[config.mk]
export PLATFORM = sky130hd
export DESIGN_NAME = bch_dvb_bbh_unpack
export DESIGN_NICKNAME = d
export VERILOG_FILES = /design/src/rtl/bch_dvb_bbh_pkg.sv /design/src/rtl/bch_dvb_crc8_serial.sv /design/src/rtl/bch_dvb_bbh_unpack.sv
export SDC_FILE = /design/constraint.sdc
export NUM_CORES = 1
export LEC_CHECK = 0
export BUFFER_PORTS_ARGS = -buffer_cell sky130_fd_sc_hd__buf_2
export CORE_MARGIN = 4
export CORE_UTILIZATION = 60
export DETAILED_ROUTE_END_ITERATION = 16
export GPL_TIMING_DRIVEN = 0
export MAX_ROUTING_LAYER = met4
export PLACE_DENSITY = 0.85
export SLEW_MARGIN = 30
export SYNTH_ARGS = -nofsm -noshare
export SYNTH_HDL_FRONTEND = slang
export SYNTH_SLANG_ARGS = --single-unit
[constraint.sdc]
create_clock -name iclk -period 6.76 [get_ports iclk]
set_input_delay 1.014 -clock iclk [delete_from_list [all_inputs] [get_ports iclk]]
set_output_delay 1.014 -clock iclk [all_outputs]
set_load 0.005 [all_outputs]
[src/rtl/bch_dvb_bbh_pkg.sv]
// Shared types and constants for the DVB-S2 BBHEADER unpacker.
// The CRC-8 step is MSB-first over the serial header bits.
package bch_dvb_bbh_pkg;

  typedef enum logic [1:0] {
    ST_IDLE = 2'd0,
    ST_HDR  = 2'd1,
    ST_DATA = 2'd2,
    ST_PAD  = 2'd3
  } state_t;

  localparam int cBBH_BITS   = 80;
  localparam int cMATYPE_OFS = 0;
  localparam int cUPL_OFS    = 16;
  localparam int cDFL_OFS    = 32;
  localparam int cSYNC_OFS   = 48;
  localparam int cSYNCD_OFS  = 56;
  localparam int cCRC_OFS    = 72;

  localparam logic [7:0] cCRC8_POLY = 8'hD5;

  function automatic logic [7:0] crc8_step(input logic [7:0] crc, input logic dat);
    logic fb;
    fb = crc[7] ^ dat;
    return {crc[6:0], 1'b0} ^ (fb ? cCRC8_POLY : 8'h00);
  endfunction

endpackage

[src/rtl/bch_dvb_crc8_serial.sv]
// Bit-serial CRC-8; init restarts from zero and folds in the current bit.
module bch_dvb_crc8_serial
  import bch_dvb_bbh_pkg::*;
(
  input  logic       iclk,
  input  logic       ireset,
  input  logic       iclkena,
  input  logic       init,
  input  logic       val,
  input  logic       dat,
  output logic [7:0] crc
);

  always_ff @(posedge iclk or negedge ireset) begin
    if (!ireset) begin
      crc <= 8'h00;
    end else if (iclkena && val) begin
      crc <= crc8_step(init ? 8'h00 : crc, dat);
    end
  end

endmodule

[src/rtl/bch_dvb_bbh_unpack.sv]
// Parses the serial BBHEADER, checks its CRC-8 and packs the DFL data field
// MSB-first into bytes; frame status is reported with ofrm_done.
//
// state | meaning
// IDLE  | waiting for isop
// HDR   | shifting in the 80 header bits
// DATA  | packing DFL bits into bytes
// PAD   | discarding padding until ieop
module bch_dvb_bbh_unpack
  import bch_dvb_bbh_pkg::*;
#(
  parameter int pTAG_W = 1
) (
  input  logic              iclk,
  input  logic              ireset,
  input  logic              iclkena,
  input  logic              isop,
  input  logic              ival,
  input  logic              ieop,
  input  logic [pTAG_W-1:0] itag,
  input  logic              idat,
  input  logic              idecfail,
  input  logic [15:0]       ibiterr,
  output logic              osop,
  output logic              oval,
  output logic              oeop,
  output logic [7:0]        odat,
  output logic [pTAG_W-1:0] otag,
  output logic              ohdr_val,
  output logic [15:0]       omatype,
  output logic [15:0]       oupl,
  output logic [15:0]       odfl,
  output logic [15:0]       osyncd,
  output logic [7:0]        osync,
  output logic              ohdr_err,
  output logic              ofrm_done,
  output logic              odecfail,
  output logic [15:0]       obiterr,
  output logic              olen_err
);

  state_t      state;
  logic [78:0] hdr_sr;
  logic [6:0]  hdr_cnt;
  logic [15:0] dfl;
  logic [15:0] data_cnt;
  logic [7:0]  pack;
  logic [2:0]  bcnt;
  logic        first;

  logic [79:0] hdr_full;
  logic [15:0] hdr_dfl;
  logic [7:0]  crc;
  logic        crc_ok;
  logic        crc_val;
  logic        data_last;
  logic [7:0]  pack_nxt;

  assign hdr_full  = {hdr_sr, idat};
  assign hdr_dfl   = hdr_full[cBBH_BITS-1-cDFL_OFS -: 16];
  assign crc_ok    = (crc == hdr_full[cBBH_BITS-1-cCRC_OFS -: 8]);
  assign data_last = (data_cnt == dfl - 16'd1);
  // CRC covers header bits 0..71 only; it then holds for the compare at bit 79
  assign crc_val   = ival & (isop | ((state == ST_HDR) & (hdr_cnt < 7'(cCRC_OFS))));

  always_comb begin
    pack_nxt        = pack;
    pack_nxt[~bcnt] = idat;
  end

  bch_dvb_crc8_serial u_crc (
    .iclk    (iclk),
    .ireset  (ireset),
    .iclkena (iclkena),
    .init    (isop),
    .val     (crc_val),
    .dat     (idat),
    .crc     (crc)
  );

  always_ff @(posedge iclk or negedge ireset) begin
    if (!ireset) begin
      state     <= ST_IDLE;
      hdr_sr    <= '0;
      hdr_cnt   <= '0;
      dfl       <= '0;
      data_cnt  <= '0;
      pack      <= '0;
      bcnt      <= '0;
      first     <= 1'b0;
      osop      <= 1'b0;
      oval      <= 1'b0;
      oeop      <= 1'b0;
      odat      <= '0;
      otag      <= '0;
      ohdr_val  <= 1'b0;
      omatype   <= '0;
      oupl      <= '0;
      odfl      <= '0;
      osyncd    <= '0;
      osync     <= '0;
      ohdr_err  <= 1'b0;
      ofrm_done <= 1'b0;
      odecfail  <= 1'b0;
      obiterr   <= '0;
      olen_err  <= 1'b0;
    end else if (iclkena) begin
      oval      <= 1'b0;
      osop      <= 1'b0;
      oeop      <= 1'b0;
      ohdr_val  <= 1'b0;
      ofrm_done <= 1'b0;
      if (ival) begin
        if (isop) begin
          // a new frame start closes any open byte stream of the old frame
          if (state == ST_DATA) begin
            odat <= pack;
            oval <= 1'b1;
            osop <= first;
            oeop <= 1'b1;
          end
          otag    <= itag;
          hdr_sr  <= {78'd0, idat};
          hdr_cnt <= 7'd1;
          pack    <= '0;
          bcnt    <= '0;
          if (ieop) begin
            state     <= ST_IDLE;
            ofrm_done <= 1'b1;
            olen_err  <= 1'b1;
            odecfail  <= idecfail;
            obiterr   <= ibiterr;
          end else begin
            state <= ST_HDR;
            if (state != ST_IDLE) begin
              ofrm_done <= 1'b1;
              olen_err  <= 1'b1;
              odecfail  <= 1'b0;
              obiterr   <= '0;
            end
          end
        end else begin
          case (state)
            ST_HDR: begin
              hdr_sr  <= hdr_full[78:0];
              hdr_cnt <= hdr_cnt + 7'd1;
              if (hdr_cnt == 7'(cBBH_BITS-1)) begin
                ohdr_val <= 1'b1;
                ohdr_err <= ~crc_ok;
                omatype  <= hdr_full[cBBH_BITS-1-cMATYPE_OFS -: 16];
                oupl     <= hdr_full[cBBH_BITS-1-cUPL_OFS -: 16];
                odfl     <= hdr_dfl;
                osync    <= hdr_full[cBBH_BITS-1-cSYNC_OFS -: 8];
                osyncd   <= hdr_full[cBBH_BITS-1-cSYNCD_OFS -: 16];
                dfl      <= hdr_dfl;
                data_cnt <= '0;
                first    <= 1'b1;
                pack     <= '0;
                bcnt     <= '0;
                state    <= (crc_ok && hdr_dfl != 16'd0) ? ST_DATA : ST_PAD;
              end
              if (ieop) begin
                state     <= ST_IDLE;
                ofrm_done <= 1'b1;
                olen_err  <= 1'b1;
                odecfail  <= idecfail;
                obiterr   <= ibiterr;
              end
            end
            ST_DATA: begin
              data_cnt <= data_cnt + 16'd1;
              if (bcnt == 3'd7 || data_last || ieop) begin
                odat  <= pack_nxt;
                oval  <= 1'b1;
                osop  <= first;
                oeop  <= data_last | ieop;
                first <= 1'b0;
                pack  <= '0;
                bcnt  <= '0;
              end else begin
                pack <= pack_nxt;
                bcnt <= bcnt + 3'd1;
              end
              if (ieop) begin
                state     <= ST_IDLE;
                ofrm_done <= 1'b1;
                olen_err  <= ~data_last;
                odecfail  <= idecfail;
                obiterr   <= ibiterr;
              end else if (data_last) begin
                state <= ST_PAD;
              end
            end
            ST_PAD: begin
              if (ieop) begin
                state     <= ST_IDLE;
                ofrm_done <= 1'b1;
                olen_err  <= 1'b0;
                odecfail  <= idecfail;
                obiterr   <= ibiterr;
              end
            end
            default: ;
          endcase
        end
      end
    end
  end

endmodule

Word-level counts from Yosys, hierarchy flattened
Index checks and enable logic that the tools add are counted.

$add $sub $neg: 4. Multipliers: 0. Divide/modulo/power cells: 0. $lt $le $gt $ge: 3. Equal/unequal tests: 16. Shifts and indexed selects: 0. Mux-type cells: 76. Bitwise logic cells: 10. Reductions and logical operators: 26.

Operator list (number): 2-to-1 mux 79 bit (2); 2-to-1 mux 16 bit (6); 2-to-1 mux 8 bit (9); 2-to-1 mux 1 bit (40); case mux 16 bit (2 select lines) (1); adder 16 x 1 -> 16 bit (second input constant) (1); == test 16 bit (1); case mux 8 bit (2 select lines) (1); nonzero test 16 bit (1); subtractor 16 x 1 -> 16 bit (second input constant) (1); AND reduction 5 bit (3); 2-to-1 mux 7 bit (2); nonzero test 2 bit (7); 2-to-1 mux 2 bit (6); AND reduction 6 bit (2); 2-to-1 mux 3 bit (3); inequality test 3 bit (second input constant) (3); bitwise mux 8 bit (1); == test 8 bit (1); AND reduction 4 bit (2); bitwise XOR 8 bit (1); adder 7 x 1 -> 7 bit (second input constant) (1); == test 7 bit (second input constant) (1); less-than comparator 7 bit (second input constant) (1); other kinds (28) (38).

Flip-flop bits (word level): 229. Bits in latches: 0. RAM bits: 0. Memory bits (read-only): 0. Input port bits: 25. Word-level logic and storage cells: 159. Memories kept: 0.

Depth between registers and ports, before layout
Gate-level depths: netlist (run 1).

Word-level depth: 9. Gate-level depth with buffers: 11. Depth with buffers taken out: 9.

Cells and area by module
A second synthesis (run 1) with hierarchy kept.

Cells, all modules: 845. Area, all modules: 10003.3 sq um.

By module, submodules not included: bch_dvb_bbh_unpack (times used 1, cells each 798, area each 9549.2 sq um, seq. area each 5530.3 sq um); bch_dvb_crc8_serial (times used 1, cells each 47, area each 454.2 sq um, seq. area each 200.2 sq um).

Worst setup path after synthesis (run 1)
OpenSTA, ideal clock, no wires.

Path kind: reg2reg. From: register dfl[0]. To: register odat[0]. Library setup time: 0.125 ns. Data arrival time: 2.956 ns. Required time: 6.635 ns. Slack: 3.679 ns. Cell stages (with the launch flop): 10. Buffers on the path: 0. Period minus slack after synthesis: 3.081 ns. Cells stage by stage: dfrtp_1 -> inv_1 -> ha_1 -> nor4b_1 -> nand4_1 -> xnor2_1 -> nor4b_2 -> nand4b_4 -> a31oi_4 -> mux2_2.

Word-level cells in the longest chain between the ends: 6.

Ends and longest elaborated chain: start, declared (line bch_dvb_bbh_unpack.sv:45) `logic [15:0] dfl;`; start signal, assigned (line bch_dvb_bbh_unpack.sv:155) `dfl <= hdr_dfl;`; subtractor 16 x 1 -> 16 bit (line bch_dvb_bbh_unpack.sv:62) `assign data_last = (data_cnt == dfl - 16'd1);`; == test 16 bit (line bch_dvb_bbh_unpack.sv:62); logical OR 1 bit (2 in series) (line bch_dvb_bbh_unpack.sv:172) `if (bcnt == 3'd7 || data_last || ieop) begin`; nonzero test 2 bit (no line); AND reduction 4 bit (no line); end signal, assigned (line bch_dvb_bbh_unpack.sv:117) `odat <= pack;`; end signal, assigned (line bch_dvb_bbh_unpack.sv:173) `odat <= pack_nxt;`; end, declared (line bch_dvb_bbh_unpack.sv:27) `output logic [7:0] odat,`.

Every way passes these cells. A chain may end at the register's enable or synchronous reset.

Worst setup path in the final report (run 1)
From: register dfl[5]. To: register odat[3].

Same word-level chain as after synthesis.

==> results.yml, run 1 <==
run_status:
  status: "finished, final reports clean"
synthesis:
  synth_edf_count: 0
  syn_nets: 891
  synth.avg_cell_area_um2: 11.7
  synth_cell_types: 51
  syn-cell-area_um2: 9990
  yosysWarnings: 0
  yosys_most_used_dff: "dfrtp_1"
  netlist_instances: 856
  yosysSeqAreaShare_pct: 57.4
  synth-seq-cells: 229
  async_flop_share_pct: 100
routing:
  drt-wirelength-per-cell_um: 17.8
  dr.pass1.iters: 5
  antenna_left: 0
  viasPerCell: 5.83
  first_iter_violations: 617
  totalWireLength_um: 22200
  drc: 0
  via_count: 7247
place:
  place_area_um2: 11000
  port_buffers: 128
  dp_hpwl_um: 15100
  place_ws_ps: 2910
  gp_congestion: 0.938
  post-place-cells: 1202
critical_path:
  r2r-end: "odat[3]"
  reg2regPathDepth: 7
  cp-endpoint: "odat[3]"
  end_kind: "flip-flop"
  path_buf_inv: 0
  slowest_stage: "or4_1"
  crit_start: "dfl[5]"
  worst-path-stages: 7
  timing.rr.start: "dfl[5]"
  crit_path_max_incr_delay_ps: 680
  crit_family: "simple AND/OR/NAND/NOR gates"
  cp_max_fo: 10
  critical_path.cell_chain: "or4_1 -> nor4b_1 -> mux2_2 -> nor4_2 -> nand4b_4 -> a31oi_4 -> mux2_2"
  worstSetupStartpointType: "flip-flop"
  worstSetupPathType: "flip-flop to flip-flop"
  r2r_setup_slack_ps: 3290
  required_ps: 7150
  crit_arrival_ps: 3860
  path_common_cell: "mux2_2"
timing:
  report.final.hold_viol_count: 0
  layout_setup_ws_ps: 3290
  fin_skew_ps: 16.1
  maxSlewViolCount: 0
  max_freq_mhz: 288
  worst_pin_slew_ps: 833
  hold_ws_ps: 412
  setup-violations-final: 0
  rsz0062_at_grt: "false"
  post-route-period-util_pct: 51.4
  period_minus_slack_ps: 3470
  max-slew-margin-rel_pct: 44.1
  tns_ps: 0
final_layout:
  final_cell_area_um2: 11700
  final_common_cell: "dfrtp_1"
  layout.nets: 1047
  layout.cells.non_filler: 1244
  final_layout_size_suffix_gt1_share_pct: 25.4
  synthToLayoutAreaGrowth_pct: 17.4
  antennaDiodeCount: 0
  layout_common_cells: "dfrtp_1 (229), buf_2 (127), mux2_2 (82)"
global_route:
  antenna_found_initial: 0
  grt_pass1_wl_um: 36900
  gr-total-overflow: 0
  grt_busiest_layer: "met2"
  grt_max_degree: 93
  grtUsageTotal_pct: 25.0
  use_met2_pct: 38.7
  met1_usage_pct: 34.6
  gr-usage-met3_pct: 5.15
  grt_pass1_vias: 7216
clock_network:
  cts_hold_buffers: 0
  cts_sinks: 229
  clockBufferDepth: 3
  cts_tree: "done"
  clkLatencyLatePin_ps: 520
  cts_buffers: 24
  cts_resized: 0
  cts_setup_buffers: 0
  htree_levels: 1
  path_clk_slew_ps: 60
  root_buffer: "clkbuf_16"
die:
  start_util_pct: 62.0
  die_h_um: 137
  die_w_um: 137
  rows: 46
  io_pins: 130
  placeableCoreArea_um2: 16100
  dieArea_um2: 18800
power:
  vdd_ir_drop_max_mv: 0.200
  power_density_nw_per_um2: 273
  p_leak_nw: 6.03
run:
  cap_violations: 0
min_path:
  hold_class: "input port to async pin"
## routing by layer
layer | up-vias | wire (µm)
li1 | 3371 | -
met1 | 3626 | 9810
met2 | 208 | 10700
met3 | 42 | 1320
met4 | 0 | 358
met5 | - | 0
## stage by stage
step / utilization [%] / total power [mW]
floorplan: - / 1.80
global placement: 67.7 / 1.95
detailed placement: 68.1 / 1.97
CTS: 72.8 / 3.22
global route: 72.8 / 3.35
finish: 72.8 / 3.20
## power by group
part	switching (mW)	internal [mW]	leakage [nW]
combinational	0.246	0.166	2.53
clock	0.529	0.721	0.365
sequential	0.0730	1.47	3.14
total	0.848	2.35	6.03
## how the worst min path moves through the flow
stage,slack [ps],end
after floorplan,460,obiterr[0]
after global placement,450,obiterr[2]
after detailed placement,450,obiterr[5]
after CTS,420,odat[0]
after global routing,440,odat[0]
final,410,odat[0]
## flip-flops by register name (all words and copies together) (netlist names), 2 cells and up
| register | count |
|---|---|
| bcnt | 3 |
| data_cnt | 16 |
| dfl | 16 |
| hdr_cnt | 7 |
| hdr_sr | 79 |
| obiterr | 16 |
| odat | 8 |
| omatype | 16 |
| osync | 8 |
| osyncd | 16 |
| oupl | 16 |
| pack | 8 |
| state | 2 |
| u_crc.crc | 8 |
## synth_stat cells, types with 5 or more instances
master      n  area [µm²]
clkbuf_1   51         191
nor2_1     45         169
dfrtp_1   229        5730
nand2_1    76         285
o21ai_0    27         135
a21o_1      5        37.5
nand2b_1   10        62.6
xor2_1     24         210
inv_1      25        93.8
nand3_1    34         170
nor3_1     11        55.1
a22o_1     80         701
nand4_1    12        75.1
mux2_2     82         923
or2_2       8        50.1
a31oi_1    12        75.1
and3_1      5        31.3
nor4_1      7        43.8
xnor2_1    30         263
ha_1       10         125
a21oi_1    10        50.1
o22ai_1    10        62.6
## kinds of logic (layout without fill, tap and decap cells)
family                   after synthesis  after routing  synth area share, %
XOR/XNOR                              54             54                 4.73
adder cells (fa/ha/maj)               10             10                 1.25
AO/OA/AOI/OAI                        168            168                 12.8
buffers and inverters                 78            250                 2.93
flip-flops                           229            229                 57.4
multiplexers                          84             84                 9.44
AND/OR/NAND/NOR                      233            233                 11.5
## layout make-up
cell class / instances / area (µm²)
Timing Repair Buffer: 130 / 706
Clock buffer: 34 / 658
Tap cell: 216 / 270
Sequential cell: 229 / 5730
Multi-Input combinational cell: 549 / 3980
Clock inverter: 8 / 92.6
Buffer: 53 / 199
Fill cell: 1142 / 4390
Inverter: 25 / 93.8
Note: power is estimated with default switching activity, not from simulation.
==> run 2: changes to the inputs <==
--- a/config.mk
+++ b/config.mk
@@ -5,13 +5,14 @@
 export SDC_FILE = /design/constraint.sdc
 export NUM_CORES = 1
 export LEC_CHECK = 0
+export ABC_AREA = 1
 export BUFFER_PORTS_ARGS = -buffer_cell sky130_fd_sc_hd__buf_2
 export CORE_MARGIN = 4
-export CORE_UTILIZATION = 60
+export CORE_UTILIZATION = 52
 export DETAILED_ROUTE_END_ITERATION = 16
 export GPL_TIMING_DRIVEN = 0
 export MAX_ROUTING_LAYER = met4
-export PLACE_DENSITY = 0.85
+export PLACE_DENSITY = 0.79
 export SLEW_MARGIN = 30
 export SYNTH_ARGS = -nofsm -noshare
 export SYNTH_HDL_FRONTEND = slang
==> constraint.sdc (replaced) <==
create_clock -name iclk -period 2.9 [get_ports iclk]
set_input_delay 0.435 -clock iclk [delete_from_list [all_inputs] [get_ports iclk]]
set_output_delay 0.435 -clock iclk [all_outputs]
set_load 0.005 [all_outputs]
==> results.yml, run 2 <==
run_status:
  status: "finished, final reports clean"
critical_path:
  r2r_setup_slack_ps: 330
  path_common_cell: "nor2_1"
  required_ps: 3260
  crit_path_max_incr_delay_ps: 530
  r2r-end: "hdr_sr[73]"
  path_buf_inv: 3
  reg2regPathDepth: 7
  cp_max_fo: 10
  timing.rr.start: "state[1]"
  crit_arrival_ps: 2930
  slowest_stage: "clkbuf_1"
  end_kind: "flip-flop"
  crit_family: "buffers and inverters"
  worstSetupStartpointType: "flip-flop"
  worstSetupPathType: "flip-flop to flip-flop"
  critical_path.cell_chain: "inv_1 -> ha_1 -> nor2_1 -> nor2_1 -> clkbuf_1 -> buf_1 -> o22ai_1"
final_layout:
  layout.cells.non_filler: 1621
  n_fill_cell: 1696
  antennaDiodeCount: 0
  layout.nets: 1377
  synthToLayoutAreaGrowth_pct: 18.2
  final_common_cell: "nand2_1"
  largest_register: "hdr_sr"
  final_cell_area_um2: 12100
  largest_register_ffs: 79
  layout_common_cells: "nand2_1 (298), dfrtp_1 (229), inv_1 (142)"
  final_layout_size_suffix_gt1_share_pct: 16.1
synthesis:
  synth_top_area_share_pct: 55.9
  netlist_instances: 1183
  yosysWarnings: 0
  ys_top_cells_by_count: "nand2_1 (298), dfrtp_1 (229), inv_1 (142)"
  syn_nets: 1218
  synth_edf_count: 0
  synth_cell_types: 40
  async_flop_share_pct: 100
  yosysMostFrequentCell: "nand2_1"
  syn-cell-area_um2: 10300
  yosysSeqAreaShare_pct: 55.9
  synth-seq-cells: 229
  synth.avg_cell_area_um2: 8.67
  ys_top_cells_by_area: "dfrtp_1 (56%), nand2_1 (11%), inv_1 (5.2%)"
  yosys_most_used_dff: "dfrtp_1"
  synth_top_area_cell: "dfrtp_1"
clock_network:
  cts_tree: "done"
  clkLatencyLatePin_ps: 500
  path_clk_slew_ps: 70
  cts_resized: 0
  cts_buffers: 24
  cts_sinks: 229
  clockBufferDepth: 3
  htree_levels: 1
  root_buffer: "clkbuf_16"
die:
  die_w_um: 148
  start_util_pct: 52.8
  dieArea_um2: 22000
  placeableCoreArea_um2: 19400
  rows: 51
  die_h_um: 148
  io_pins: 130
run:
  cap_violations: 0
routing:
  viasPerCell: 5.31
  first_iter_violations: 582
  drt-wirelength-per-cell_um: 15.0
  totalWireLength_um: 24300
  dr.pass1.iters: 6
  antenna_left: 0
  via_count: 8609
  drc: 0
timing:
  rsz0062_at_grt: "false"
  report.final.hold_viol_count: 0
  max_freq_mhz: 389
  hold_ws_ps: 141
  layout_setup_ws_ps: 330
  setup-violations-final: 0
  fin_skew_ps: 12.3
  period_minus_slack_ps: 2570
  post-route-period-util_pct: 88.6
  worst_pin_slew_ps: 648
  maxSlewViolCount: 0
  max-slew-margin-rel_pct: 56.8
global_route:
  grtUsageTotal_pct: 23.1
  grt_pass1_wl_um: 41200
  gr-total-overflow: 0
  grt_max_degree: 74
  grt_pass1_vias: 8562
  antenna_found_initial: 0
min_path:
  worstHoldStart: "itag"
  hold_class: "input port to flip-flop"
  min_to: "otag"
  holdPathStages: 3
place:
  port_buffers: 129
  dp_hpwl_um: 17500
  post-place-cells: 1580
  gp_congestion: 0.878
  place_area_um2: 11300
  place_ws_ps: 419
power:
  pwr-share-comb_pct: 16.9
  p_sw_mw: 2.36
  sequentialPowerShare_pct: 45.8
  swShare_pct: 28.6
  clock_power_share_pct: 37.3
  power_density_nw_per_um2: 679
  p_leak_nw: 5.89
  intPower_mw: 5.88
  vdd_ir_drop_max_mv: 0.609
==> run 2: area by class of cell <==
type,count,area (µm²),area share [%]
buffer,43,173,1.42
clock buffer,34,709,5.85
clock inverter,6,80.1,0.661
inverter,153,574,4.74
multi-input combinational,758,3770,31.1
sequential,229,5730,47.3
tap,265,332,2.74
timing repair buffer,133,748,6.17
==> run 2: per-stage QoR <==
step | setup TNS (ps) | power (mW) | utilization (%)
after floorplan | 0 | 4.67 | -
after global placement | -576190 | 5.14 | 57.9
after detailed placement | 0 | 5.20 | 58.4
after CTS | 0 | 8.29 | 62.5
after global routing | 0 | 8.67 | 62.5
final | 0 | 8.23 | 62.5
==> run 2: cell families after synthesis <==
logic type | Yosys count | synth area share [%]
fa+ha+maj | 10 | 1.22
flops | 229 | 55.9
xor+xnor | 17 | 1.45
compound gates | 247 | 13.4
buf+inv | 196 | 7.29
simple gates | 484 | 20.7
==> run 2: routing by layer <==
metal | track usage (%) | up-vias | part of all wire [%]
met5 | - | - | 0
met4 | 6.05 | 0 | 2.5
met3 | 2.71 | 45 | 4.5
met2 | 38.4 | 196 | 50
met1 | 30.8 | 4169 | 43
li1 | - | 4199 | -
==> run 2: timing repair <==
action / in CTS / in global routing
hold buffers: 1 / 0
endpoints found under the hold margin: 47 / 0
buffers inserted: 0 / 0
setup endpoints to repair: 0 / 0
==> run 2: worst max path at each step <==
| stage | to | cells after the start | startpoint |
|---|---|---|---|
| after floorplan | odat[0] | 16 | dfl[0] |
| final | hdr_sr[73] | 7 | state[1] |
| after global routing | hdr_sr[76] | 7 | state[1] |
| after CTS | hdr_sr[57] | 7 | state[1] |
| after detailed placement | hdr_sr[57] | 7 | state[1] |
| after global placement | oupl[15] | 1 | ireset |
==> run 2: power by group through the flow <==
stage          clock, mW  sequential (mW)  combinational (mW)
3_3_place_gp           0             3.81                1.33
2_1_floorplan          0             3.78               0.892
3_5_place_dp           0             3.81                1.39
6_report            3.07             3.77                1.39
4_1_cts             3.13             3.76                1.40
5_1_grt             3.25             3.81                1.60
==> run 2: worst reg2reg max path, delay by kind of cell, from the launching register on <==
kind	cells	cell delay [ps]
AOI/OAI and AO/OA	1	150
buffers and inverters	3	1080
adders and majority gates	1	290
DFF	1	430
and+or+nand+nor	2	470
==> run 3: changes to the inputs <==
--- a/config.mk
+++ b/config.mk
@@ -8,11 +8,12 @@
 export ABC_AREA = 1
 export BUFFER_PORTS_ARGS = -buffer_cell sky130_fd_sc_hd__buf_2
 export CORE_MARGIN = 4
-export CORE_UTILIZATION = 52
+export CORE_UTILIZATION = 54
+export CTS_BUF_LIST = sky130_fd_sc_hd__clkbuf_8
 export DETAILED_ROUTE_END_ITERATION = 16
 export GPL_TIMING_DRIVEN = 0
 export MAX_ROUTING_LAYER = met4
-export PLACE_DENSITY = 0.79
+export PLACE_DENSITY = 0.81
 export SLEW_MARGIN = 30
 export SYNTH_ARGS = -nofsm -noshare
 export SYNTH_HDL_FRONTEND = slang
==> results.yml, run 3 (synthesis gave the netlist of run 2 again) <==
die:
  placeableCoreArea_um2: 18700
  rows: 50
  start_util_pct: 54.8
  io_pins: 130
  dieArea_um2: 21300
  die_h_um: 146
  die_w_um: 146
power:
  clock_power_share_pct: 34.7
  vdd_ir_drop_max_mv: 0.396
  swShare_pct: 31.0
  sequentialPowerShare_pct: 47.6
  intPower_mw: 5.47
  pwr-share-comb_pct: 17.6
  p_sw_mw: 2.46
  power_density_nw_per_um2: 661
  p_leak_nw: 5.91
  power_mw: 7.93
timing:
  max_freq_mhz: 401
  maxSlewViolCount: 0
  rsz0062_at_grt: "false"
  period_minus_slack_ps: 2490
  report.final.hold_viol_count: 0
  max-slew-margin-rel_pct: 58.6
  layout_setup_ws_ps: 407
  post-route-period-util_pct: 86.0
  worst_pin_slew_ps: 620
  setup-violations-final: 0
  fin_skew_ps: 22.4
final_layout:
  largest_register: "hdr_sr"
  final_cell_area_um2: 12000
  largest_register_ffs: 79
  layout_common_cells: "nand2_1 (298), dfrtp_1 (229), inv_1 (150)"
  final_common_cell: "nand2_1"
  synthToLayoutAreaGrowth_pct: 17.1
  layout.nets: 1389
  final_layout_size_suffix_gt1_share_pct: 17.2
global_route:
  grtUsageTotal_pct: 23.6
  grt_pass1_vias: 8464
  gr-total-overflow: 0
  grt_max_degree: 89
  grt_pass1_wl_um: 41000
  antenna_found_initial: 0
routing:
  wl_met2_um: 11900
  drc: 0
  top_layer_used: "met4"
  dr.pass1.iters: 5
  viasPerCell: 5.43
  totalWireLength_um: 24500
  wl_met3_um: 1390
  via_count: 8765
  antenna_left: 0
  drt-wirelength-per-cell_um: 15.2
  first_iter_violations: 675
  m1WireLength_um: 10500
place:
  dp_hpwl_um: 17100
  gp_congestion: 0.895
  place_ws_ps: 457
  port_buffers: 129
  place_area_um2: 11300
run:
  cap_violations: 0
min_path:
  hold_class: "input port to flip-flop"
clock_network:
  clkLatencyLatePin_ps: 540
  path_clk_slew_ps: 60
  htree_levels: 2
  root_buffer: "clkbuf_8"
  cts_sinks: 229
  cts_setup_buffers: 0
  cts_tree: "done"
  clockBufferDepth: 3
  cts_resized: 0
  cts_buffers: 37
critical_path:
  end_kind: "flip-flop"
  cp_max_fo: 10
  crit_arrival_ps: 2890
  worstSetupStartpointType: "flip-flop"
  worstSetupPathType: "flip-flop to flip-flop"
  required_ps: 3290
run_status:
  status: "finished, final reports clean"
==> run 3: changes by cell type in the layout (fill, tap and decap cells not counted), sizes merged <==
cell and change:
clkbuf +13, bufinv -2, clkinv +3, buf -1, inv +10, diode +1
==> run 3: worst paths after layout <==
check | cells after the start | slack (ps) | startpoint | end
worst min register to register | 2 | 470 | otag | otag
worst max register to register | 7 | 410 | state[1] | hdr_sr[74]
min in group asynchronous | 2 | 460 | ireset | obiterr[7]
max in group asynchronous | 3 | 1570 | ireset | hdr_sr[8]
worst min-delay path | 3 | 90 | itag | otag
worst max-delay path | 7 | 410 | state[1] | hdr_sr[74]
==> run 3: metal layers <==
metal  global-route usage [%]  vias up
met5                        -        -
met4                     8.59        0
met3                     4.11       63
met1                     30.7     4207
met2                     37.6      257
li1                         -     4238
==> run 3: final cells by class <==
class | instances | area, µm²
clock inverter | 17 | 85.1
inverter | 153 | 574
clock buffer | 47 | 647
tap | 234 | 293
buffer | 43 | 173
fill | 1553 | 6710
timing repair buffer | 132 | 721
sequential | 229 | 5730
antenna | 1 | 2.50
multi-input combinational | 758 | 3770
==> run 3: critical path, stage by stage, from the launching register on <==
cell and delay (ps):
dfrtp_1 420, inv_1 120, ha_1 310, nor2_1 110, nor2_1 360, clkbuf_1 470
buf_1 420, o22ai_1 150
==> run 3: power by group through the flow <==
stage | sequential (mW) | clock, mW | combinational, mW
after CTS | 3.77 | 2.82 | 1.39
after detailed placement | 3.82 | 0 | 1.38
after floorplan | 3.78 | 0 | 0.892
after global routing | 3.81 | 2.97 | 1.59
after global placement | 3.81 | 0 | 1.32
final | 3.78 | 2.75 | 1.40
==> run 3: timing repair <==
item	4_1_cts	5_1_grt
setup endpoints to repair	0	0
hold endpoints to repair	71	0
hold buffers	1	0
==> run 3: per-stage QoR <==
stage | setup TNS, ps | instances | utilization [%] | hold WS (ps)
floorplan | 0 | 1183 | - | 139
global route | 0 | 1613 | 64.1 | 74.5
finish | 0 | 1614 | 64.1 | 94.2
global placement | -564830 | 1546 | 59.8 | 453
detailed placement | 0 | 1548 | 60.2 | 448
CTS | 0 | 1613 | 64.1 | 66.5
